### src/rtl/instr_fetch_ctrl.sv
`timescale 1ns/1ps
// Fetch/decode sequencer: PC, BRAM port-A addressing, instruction register, decode to datapath controls.
// Each instruction takes four cycles from an accepted step; step is sampled only in FETCH and never queued.
module instr_fetch_ctrl #(
  parameter int                    ADDR_WIDTH = 10,
  parameter logic [ADDR_WIDTH-1:0] START_ADDR = '0
) (
  input  logic                  clk,
  input  logic                  rst,
  input  logic                  step,
  input  logic [15:0]           instr,
  output logic [ADDR_WIDTH-1:0] pc,
  output logic [3:0]            regA,
  output logic [3:0]            regB,
  output logic [3:0]            alu_op,
  output logic                  reg_imm,
  output logic [15:0]           imm_val,
  output logic                  write_enable,
  output logic                  halted,
  output logic [15:0]           instr_count
);

  typedef enum logic [2:0] {
    S_FETCH,
    S_WAIT,
    S_DECODE,
    S_EXEC,
    S_HALT
  } state_t;

  state_t                state_q;
  logic [ADDR_WIDTH-1:0] pc_q;
  logic [15:0]           ir_q;
  logic [15:0]           cnt_q;
  logic                  halted_q;
  logic                  we_q;

  logic                  is_rtype;
  logic [3:0]            op;
  logic                  op_writes;

  assign is_rtype = (ir_q[15:12] == 4'h0);
  assign op       = is_rtype ? ir_q[7:4] : ir_q[15:12];

  // CMP (1011) and any unlisted code retire as NOPs.
  always_comb begin
    op_writes = 1'b0;
    case (op)
      4'h1, 4'h2, 4'h3, 4'h5, 4'h9, 4'hD: op_writes = 1'b1;
      default:                            op_writes = 1'b0;
    endcase
  end

  always_ff @(posedge clk or negedge rst) begin
    if (!rst) begin
      state_q  <= S_FETCH;
      pc_q     <= START_ADDR;
      ir_q     <= 16'h0000;
      cnt_q    <= 16'h0000;
      halted_q <= 1'b0;
      we_q     <= 1'b0;
    end else begin
      case (state_q)
        S_FETCH: begin
          we_q <= 1'b0;
          if (step) state_q <= S_WAIT;
        end
        S_WAIT: begin
          ir_q    <= instr;
          state_q <= S_DECODE;
        end
        S_DECODE: begin
          if (ir_q == 16'h0000) begin
            halted_q <= 1'b1;
            state_q  <= S_HALT;
          end else begin
            // Registered strobe so it is high for exactly the EXEC cycle.
            we_q    <= op_writes;
            state_q <= S_EXEC;
          end
        end
        S_EXEC: begin
          we_q    <= 1'b0;
          pc_q    <= pc_q + 1'b1;
          if (cnt_q != 16'hFFFF) cnt_q <= cnt_q + 16'd1;
          state_q <= S_FETCH;
        end
        S_HALT: begin
          we_q <= 1'b0;
        end
        default: begin
          we_q    <= 1'b0;
          state_q <= S_FETCH;
        end
      endcase
    end
  end

  assign pc           = pc_q;
  assign regA         = ir_q[11:8];
  assign regB         = ir_q[3:0];
  assign alu_op       = op;
  assign reg_imm      = ~is_rtype;
  assign imm_val      = {{8{ir_q[7]}}, ir_q[7:0]};
  assign write_enable = we_q;
  assign halted       = halted_q;
  assign instr_count  = cnt_q;

endmodule

### config.mk
export PLATFORM = sky130hd
export DESIGN_NAME = instr_fetch_ctrl
export DESIGN_NICKNAME = d
export VERILOG_FILES = /design/src/rtl/instr_fetch_ctrl.sv
export SDC_FILE = /design/constraint.sdc
export NUM_CORES = 1
export LEC_CHECK = 0
export ABC_AREA = 0
export BUFFER_PORTS_ARGS = -buffer_cell sky130_fd_sc_hd__buf_2
export CAP_MARGIN = 20
export CORE_MARGIN = 3
export CORE_UTILIZATION = 54
export CTS_CLUSTER_SIZE = 28
export DETAILED_ROUTE_END_ITERATION = 8
export GPL_TIMING_DRIVEN = 1
export PLACE_DENSITY = 0.95
export SYNTH_ARGS = -nofsm -noshare
export SYNTH_HDL_FRONTEND = slang
export SYNTH_SLANG_ARGS = --single-unit
### constraint.sdc
create_clock -name clk -period 2.5 [get_ports clk]
set_input_delay 0.5 -clock clk [delete_from_list [all_inputs] [get_ports clk]]
set_output_delay 0.5 -clock clk [all_outputs]
set_load 0.01 [all_outputs]
# Yosys cells after proc, flatten, opt, wreduce, memory -nomap -nowiden
# Index checks and enable logic that the tools add are counted.
# totals
latchBits	0
register_bits	47
mem_bits_ro	0
ram_bits	0
wordCells	39
memories	0
in_bits	19
output_inout_bits	57
# op_classes
reduce_logical	8
div_mod_pow	0
n_mul	0
shifts	0
n_bitwise	3
add_sub_neg	2
mux	7
order_cmp	0
n_eq_ne	13
# op_table
operator	count
$add A16 B1 Y16 const B	1
$logic_not A16 Y1	1
$ne A16 B16 Y1 const B	1
$pmux W3 S4	1
$add A10 B1 Y10 const B	1
$eq A4 B2 Y1 const B	2
$eq A4 B4 Y1 const B	2
$reduce_and A2 Y1	4
$eq A3 B2 Y1 const B	2
$mux W3	2
$reduce_or A6 Y1	1
$eq A4 B1 Y1 const B	1
$eq A4 B3 Y1 const B	1
$logic_not A4 Y1	1
$mux W4	1
$ne A2 B2 Y1 const B	2
$eq A3 B1 Y1 const B	1
$eq A3 B3 Y1 const B	1
$logic_not A3 Y1	1
$not A1 Y1	3
$mux W1	2
$pmux W1 S2	1

# Depth between registers and ports, before layout
# Gate-level depths: netlist of run 1.
# logic_depth
word_depth	7
ltp_mapped	6
mapped_depth_nobuf	5

# Least setup slack after synthesis of run 1
# OpenSTA, ideal clock, no wires.
# synth_timing
path_kind	register to register
from	reg cnt_q[6] (netlist: instr_count[6])
to	reg cnt_q[13] (netlist: instr_count[13])
path_stages_with_launch	5
required_ns	2.374
n_path_buf	0
arrival_time_ns	1.550
slack_ns	0.824
cell_sequence	dfrtp_1 > nand4_1 > or3_1 > or4b_1 > xnor2_1
# synth_via
elab_chain_len	2
# synth_lines
element	line_no	rtl
start: declaration	34	logic [15:0] cnt_q;
start signal: assignment	85	if (cnt_q != 16'hFFFF) cnt_q <= cnt_q + 16'd1;
branches (longest 2 deep; another with $add A16 B1 Y16)	n/a	
# Parallel ways; which one is timed is not known.
# A chain may end at the register's enable or synchronous reset.

# Worst setup path after layout of run 1
# layout_timing
from	reg ir_q[12]
to	out alu_op[3]
# layout_via
elab_chain_len	2
# layout_lines
element	line_no	rtl
start: declaration	33	logic [15:0] ir_q;
start signal: assignment	69	ir_q <= instr;
$logic_not A4 Y1	42	assign is_rtype = (ir_q[15:12] == 4'h0);
$mux W4	43	assign op = is_rtype ? ir_q[7:4] : ir_q[15:12];
end: declaration	15	output logic [3:0] alu_op,
# No other way between the ends.

==> results.cfg, run 1 <==
[drt]
drt_wl_total_um = 4550
drt-pass1-iter-count = 4
drt_iter0_markers = 39
num_vias = 1703
routedWlPerCell_um = 14.40
routed_via_density = 5.389
drc = 0
final_antenna_net_count = 0

[yosys]
synth_flop_cell = dfrtp_1
syn-cell-area_um2 = 2336
ys_warn_count = 0
async_flop_share_pct = 100.0
synth_nets = 228
synth_edf_count = 0
synth_area_leaders = dfrtp_1 50%, buf_4 7.7%, mux2_2 7.2%
seq_area_frac_synth_pct = 50.35
syn-instance-count = 207
ys_ff_latch = 47
ys_types = 38
netlist.area_leader.share_pct = 50.35
yosys.area.top_type = dfrtp_1
synth.avg_cell_area_um2 = 11.28

[critical_path]
r2r_setup_slack_ns = 0.67
worst_setup_path_end_kind = output port
path_max_fanout = 5
r2r-start = instr_count[6]
critPathLaunchType = register
reg2reg_depth = 4
worstReg2RegEnd = instr_count[1]
crit_type = reg -> out
arrival_ns = 1.45
cp_data_required_time_ns = 2.00

[timing]
relSlewSlack_pct = 45.16
fmax_mhz = 512.6
rsz0062_at_grt = false
min_period_ns = 1.951
maxSlewViolCount = 0
skew_ns = 0.007134
fin_crit_sh_pct = 78.03
worst_pin_slew_ns = 0.8227
setup-tns-final_ns = 0
fin_ws_ns = 0.5493
hold_violations = 0
setup_viol = 0

[clock_tree]
insertion_delay_ns = 0.29
cts_tree = built
clk_pin_slew_ns = 0.08
clockBufferDepth = 2
cts_made_buffers = 5
cts_root_buffer = clkbuf_8
cts.hold.buffers_added = 0
cts_resized = 0
post_cts_buffers = 0
h-tree-depth = 2
clkSinkCount = 47

[place]
dpl.hpwl_um = 3453
io_buffers = 75
gp_congestion = 0.7714
dp_slack_ns = 0.7038

[min_path]
hold_path_class = in -> async

[die]
coreArea_um2 = 4086
pin_count = 76
die_area_um2 = 5151
die_height_um = 71.77
die_w_um = 71.77
initial_utilization_pct = 57.16
rows = 23

[global_route]
grt_pass1_wl_um = 7500
grt_pass1_vias = 1684
antenna_found_initial = 0
overflow = 0
grt_max_degree = 40
track_usage_pct = 18.44

[cells_and_area]
num-nets-final = 286
layout_commonest_cell = buf_2
post-route-util_pct = 65.68
syn_to_final_growth_pct = 14.89
antenna_cells = 0
final_cell_mix = 75 x buf_2, 47 x dfrtp_1, 18 x nand2_1
drive_gt1_share_pct = 39.85

[job]
drv_cap = 0

[power]
power.density_nw_per_um2 = 1066
ir_worst_vdd_uv = 725.7
p_leak_uw = 0.001353

[outcome]
status = finished clean
[cells in the mapped netlist (4+ instances only)]
master,number
nor3_1,4
dfrtp_1,47
nand4_1,9
buf_4,24
xnor2_1,14
nand2_1,18
xor2_1,10
mux2_2,15
nor2_1,9
nor4_1,8
inv_1,5
[worst max-delay path, cell delays in order (launching register included)]
cell and delay [ns]:
dfrtp_1 0.44, nor4_2 0.43, a21o_1 0.17, buf_2 0.12
[routing by layer]
metal / wire length [um] / global-route usage (%)
met2: 2223 / 30.92
met5: 0 / 0
met1: 1929 / 22.74
met3: 335 / 5.610
met4: 62 / 6.054
[registers in the layout (all words and copies together) (netlist names)]
name,cells
halted,1
state_q,3
pc,10
write_enable,1
ir_q,16
instr_count,16
[cells by family (layout without fill, tap and decap cells)]
| kind of cell | after synthesis | count (layout) | share of synthesized area, % |
|---|---|---|---|
| compound gates | 15 | 15 | 4.392 |
| xor+xnor | 24 | 24 | 8.998 |
| fa+ha+maj | 2 | 2 | 1.071 |
| buf+inv | 32 | 91 | 9.105 |
| flops | 47 | 47 | 50.35 |
| mux | 16 | 16 | 7.713 |
| simple gates | 71 | 71 | 18.37 |
[power by group]
group,switching (uW),internal [uW],total [uW]
Sequential,310,1000,1310
Combinational,554,572,1130
Clock,228,196,424
Total,1090,1770,2860
[worst max path at each step]
| stage | start | endpoint | slack [ns] | cells past startpoint |
|---|---|---|---|---|
| 6_report | ir_q[12] | alu_op[3] | 0.55 | 3 |
| 3_3_place_gp | ir_q[12] | state_q[2] | 0.78 | 4 |
| 4_1_cts | ir_q[12] | alu_op[3] | 0.52 | 3 |
| 2_1_floorplan | instr_count[6] | instr_count[13] | 0.82 | 4 |
| 5_1_grt | ir_q[12] | alu_op[3] | 0.40 | 3 |
| 3_5_place_dp | instr_count[6] | instr_count[1] | 0.70 | 4 |
[area by class of cell]
type | instances | area [um^2]
fillers | 321 | 1403
multi-input cells | 128 | 947.2
clock inverters | 1 | 5.005
well taps | 50 | 62.56
flip-flops and latches | 47 | 1176
clock buffers | 7 | 76.32
repair buffers | 78 | 397.9
inverters | 5 | 18.77
[through the flow]
| step | hold slack (ns) | total power [uW] | area [um^2] | std cells |
|---|---|---|---|---|
| global route | 0.3495 | 3061 | 2684 | 316 |
| detailed placement | 0.4469 | 2464 | 2603 | 308 |
| CTS | 0.3175 | 2896 | 2684 | 316 |
| finish | 0.3015 | 2860 | 2684 | 316 |
| floorplan | 0.2044 | 2241 | 2336 | 207 |
| global placement | 0.4408 | 2418 | 2603 | 308 |
Power figures use the tool's default switching activity.
==> run 2: changes to the inputs <==
--- a/config.mk
+++ b/config.mk
@@ -9,11 +9,11 @@
 export BUFFER_PORTS_ARGS = -buffer_cell sky130_fd_sc_hd__buf_2
 export CAP_MARGIN = 20
 export CORE_MARGIN = 3
-export CORE_UTILIZATION = 54
+export CORE_UTILIZATION = 45
 export CTS_CLUSTER_SIZE = 28
 export DETAILED_ROUTE_END_ITERATION = 8
 export GPL_TIMING_DRIVEN = 1
-export PLACE_DENSITY = 0.95
+export PLACE_DENSITY = 0.86
 export SYNTH_ARGS = -nofsm -noshare
 export SYNTH_HDL_FRONTEND = slang
 export SYNTH_SLANG_ARGS = --single-unit
==> constraint.sdc (replaced) <==
create_clock -name clk -period 1.65 [get_ports clk]
set_input_delay 0.33 -clock clk [delete_from_list [all_inputs] [get_ports clk]]
set_output_delay 0.33 -clock clk [all_outputs]
set_load 0.01 [all_outputs]
==> results.cfg, run 2 (same netlist as run 1, synthesis figures left out) <==
[place]
io_buffers = 75
post_dp_cell_area_um2 = 2811
dpl.cell_count = 346
gp_congestion = 0.8118
dpl.hpwl_um = 3735

[global_route]
overflow = 0
track_usage_pct = 17.82
grt_pass1_wl_um = 8645
grt_max_degree = 25
antenna_found_initial = 0
grt_pass1_vias = 1788

[timing]
relSlewSlack_pct = 62.56
hold_slack_ns = 0.01820
min_period_ns = 1.714
hold_violations = 0
worst_pin_slew_ns = 0.5616
fmax_mhz = 583.5
maxSlewViolCount = 0
fin_ws_ns = -0.06392
fin_crit_sh_pct = 103.9
rsz0062_at_grt = true
skew_ns = 0.006392
setup_viol = 4

[die]
coreArea_um2 = 4880
die_area_um2 = 6092
die_height_um = 78.05
pin_count = 76
rows = 25
initial_utilization_pct = 47.87
die_w_um = 78.05

[clock_tree]
clockBufferDepth = 2
cts_tree = built
cts_made_buffers = 5
insertion_delay_ns = 0.29
clk_pin_slew_ns = 0.09
cts_root_buffer = clkbuf_8
h-tree-depth = 2
clkSinkCount = 47

[critical_path]
critPathLaunchType = register
worst_setup_path_end_kind = output port
cp_data_required_time_ns = 1.32
crit_type = reg -> out
path_max_fanout = 3
arrival_ns = 1.38

[cells_and_area]
syn_to_final_growth_pct = 34.12
antenna_cells = 0
num-nets-final = 321
drive_gt1_share_pct = 53.82
final_area_um2 = 3133
layout_commonest_cell = buf_2
instances_no_fill = 368
final_cell_mix = 75 x buf_2, 42 x dfrtp_1, 35 x buf_4

[drt]
drc = 0
routed_via_density = 5.155
num_vias = 1897
routedWlPerCell_um = 15.01
drt_wl_total_um = 5522
drt_iter0_markers = 94
final_antenna_net_count = 0
drt-pass1-iter-count = 4

[job]
drv_cap = 0

[power]
p_leak_uw = 0.001556
power.density_nw_per_um2 = 1598
ir_worst_vdd_uv = 1017

[outcome]
status = finished, violations left
violations = setup timing

[min_path]
hold_path_class = in -> async
## run 2: path summary, 6_finish.rpt
| check | start | to | slack, ns | cells past startpoint |
|---|---|---|---|---|
| max in group asynchronous | rst | ir_q[6] | 1.10 | 2 |
| worst max register to register | instr_count[5] | instr_count[13] | -0.04 | 4 |
| worst max-delay path | ir_q[15] | alu_op[3] | -0.06 | 4 |
| worst min register to register | halted | halted | 0.46 | 1 |
| worst min-delay path | rst | pc[1] | 0.02 | 1 |
| min in group clk | instr[13] | ir_q[13] | 0.25 | 3 |
## run 2: repair_timing
action | 4_1_cts | 5_1_grt
pin swaps | 5 | 4
gates resized for setup | 7 | 18
buffers inserted | 3 | 11
cloned | 0 | 0
hold buffers | 0 | 0
endpoints found under the setup margin | 7 | 15
## run 2: routing by layer
| layer | GRT usage, % | part of all wire [%] |
|---|---|---|
| met5 | 0 | 0 |
| met4 | 5.245 | 2.4 |
| met3 | 4.243 | 6.6 |
| met2 | 31.08 | 51 |
| met1 | 21.97 | 41 |
## run 2: where the power goes
part	switching (uW)	internal (uW)
Sequential	465	1520
Clock	373	298
Combinational	1120	1230
Total	1960	3050
## run 2: through the flow
| step | util, % | total power, uW | setup TNS, ns | setup WS (ns) |
|---|---|---|---|---|
| 5_1_grt | 64.21 | 5338 | -0.5471 | -0.1432 |
| 6_report | 64.21 | 5007 | -0.1704 | -0.06392 |
| 3_5_place_dp | 57.62 | 4042 | -0.05597 | -0.05597 |
| 4_1_cts | 60.59 | 4791 | -0.2300 | -0.09892 |
| 3_3_place_gp | 57.62 | 3969 | -0.006881 | -0.006881 |
| 2_1_floorplan | - | 3401 | -0.008324 | -0.008324 |
## run 2: critical path, cell delays in order, from the launching register on
cell,delay (ns)
dfrtp_1,0.41
nor4_4,0.30
buf_4,0.16
a21o_1,0.10
buf_2,0.12
## run 2: final cells by class
class	instances	area, um^2
clock buffer	7	76.32
sequential	47	1182
timing repair buffer	113	689.4
clock inverter	1	5.005
inverter	5	18.77
multi-input combinational	128	1077
tap	67	83.83
fill	393	1747
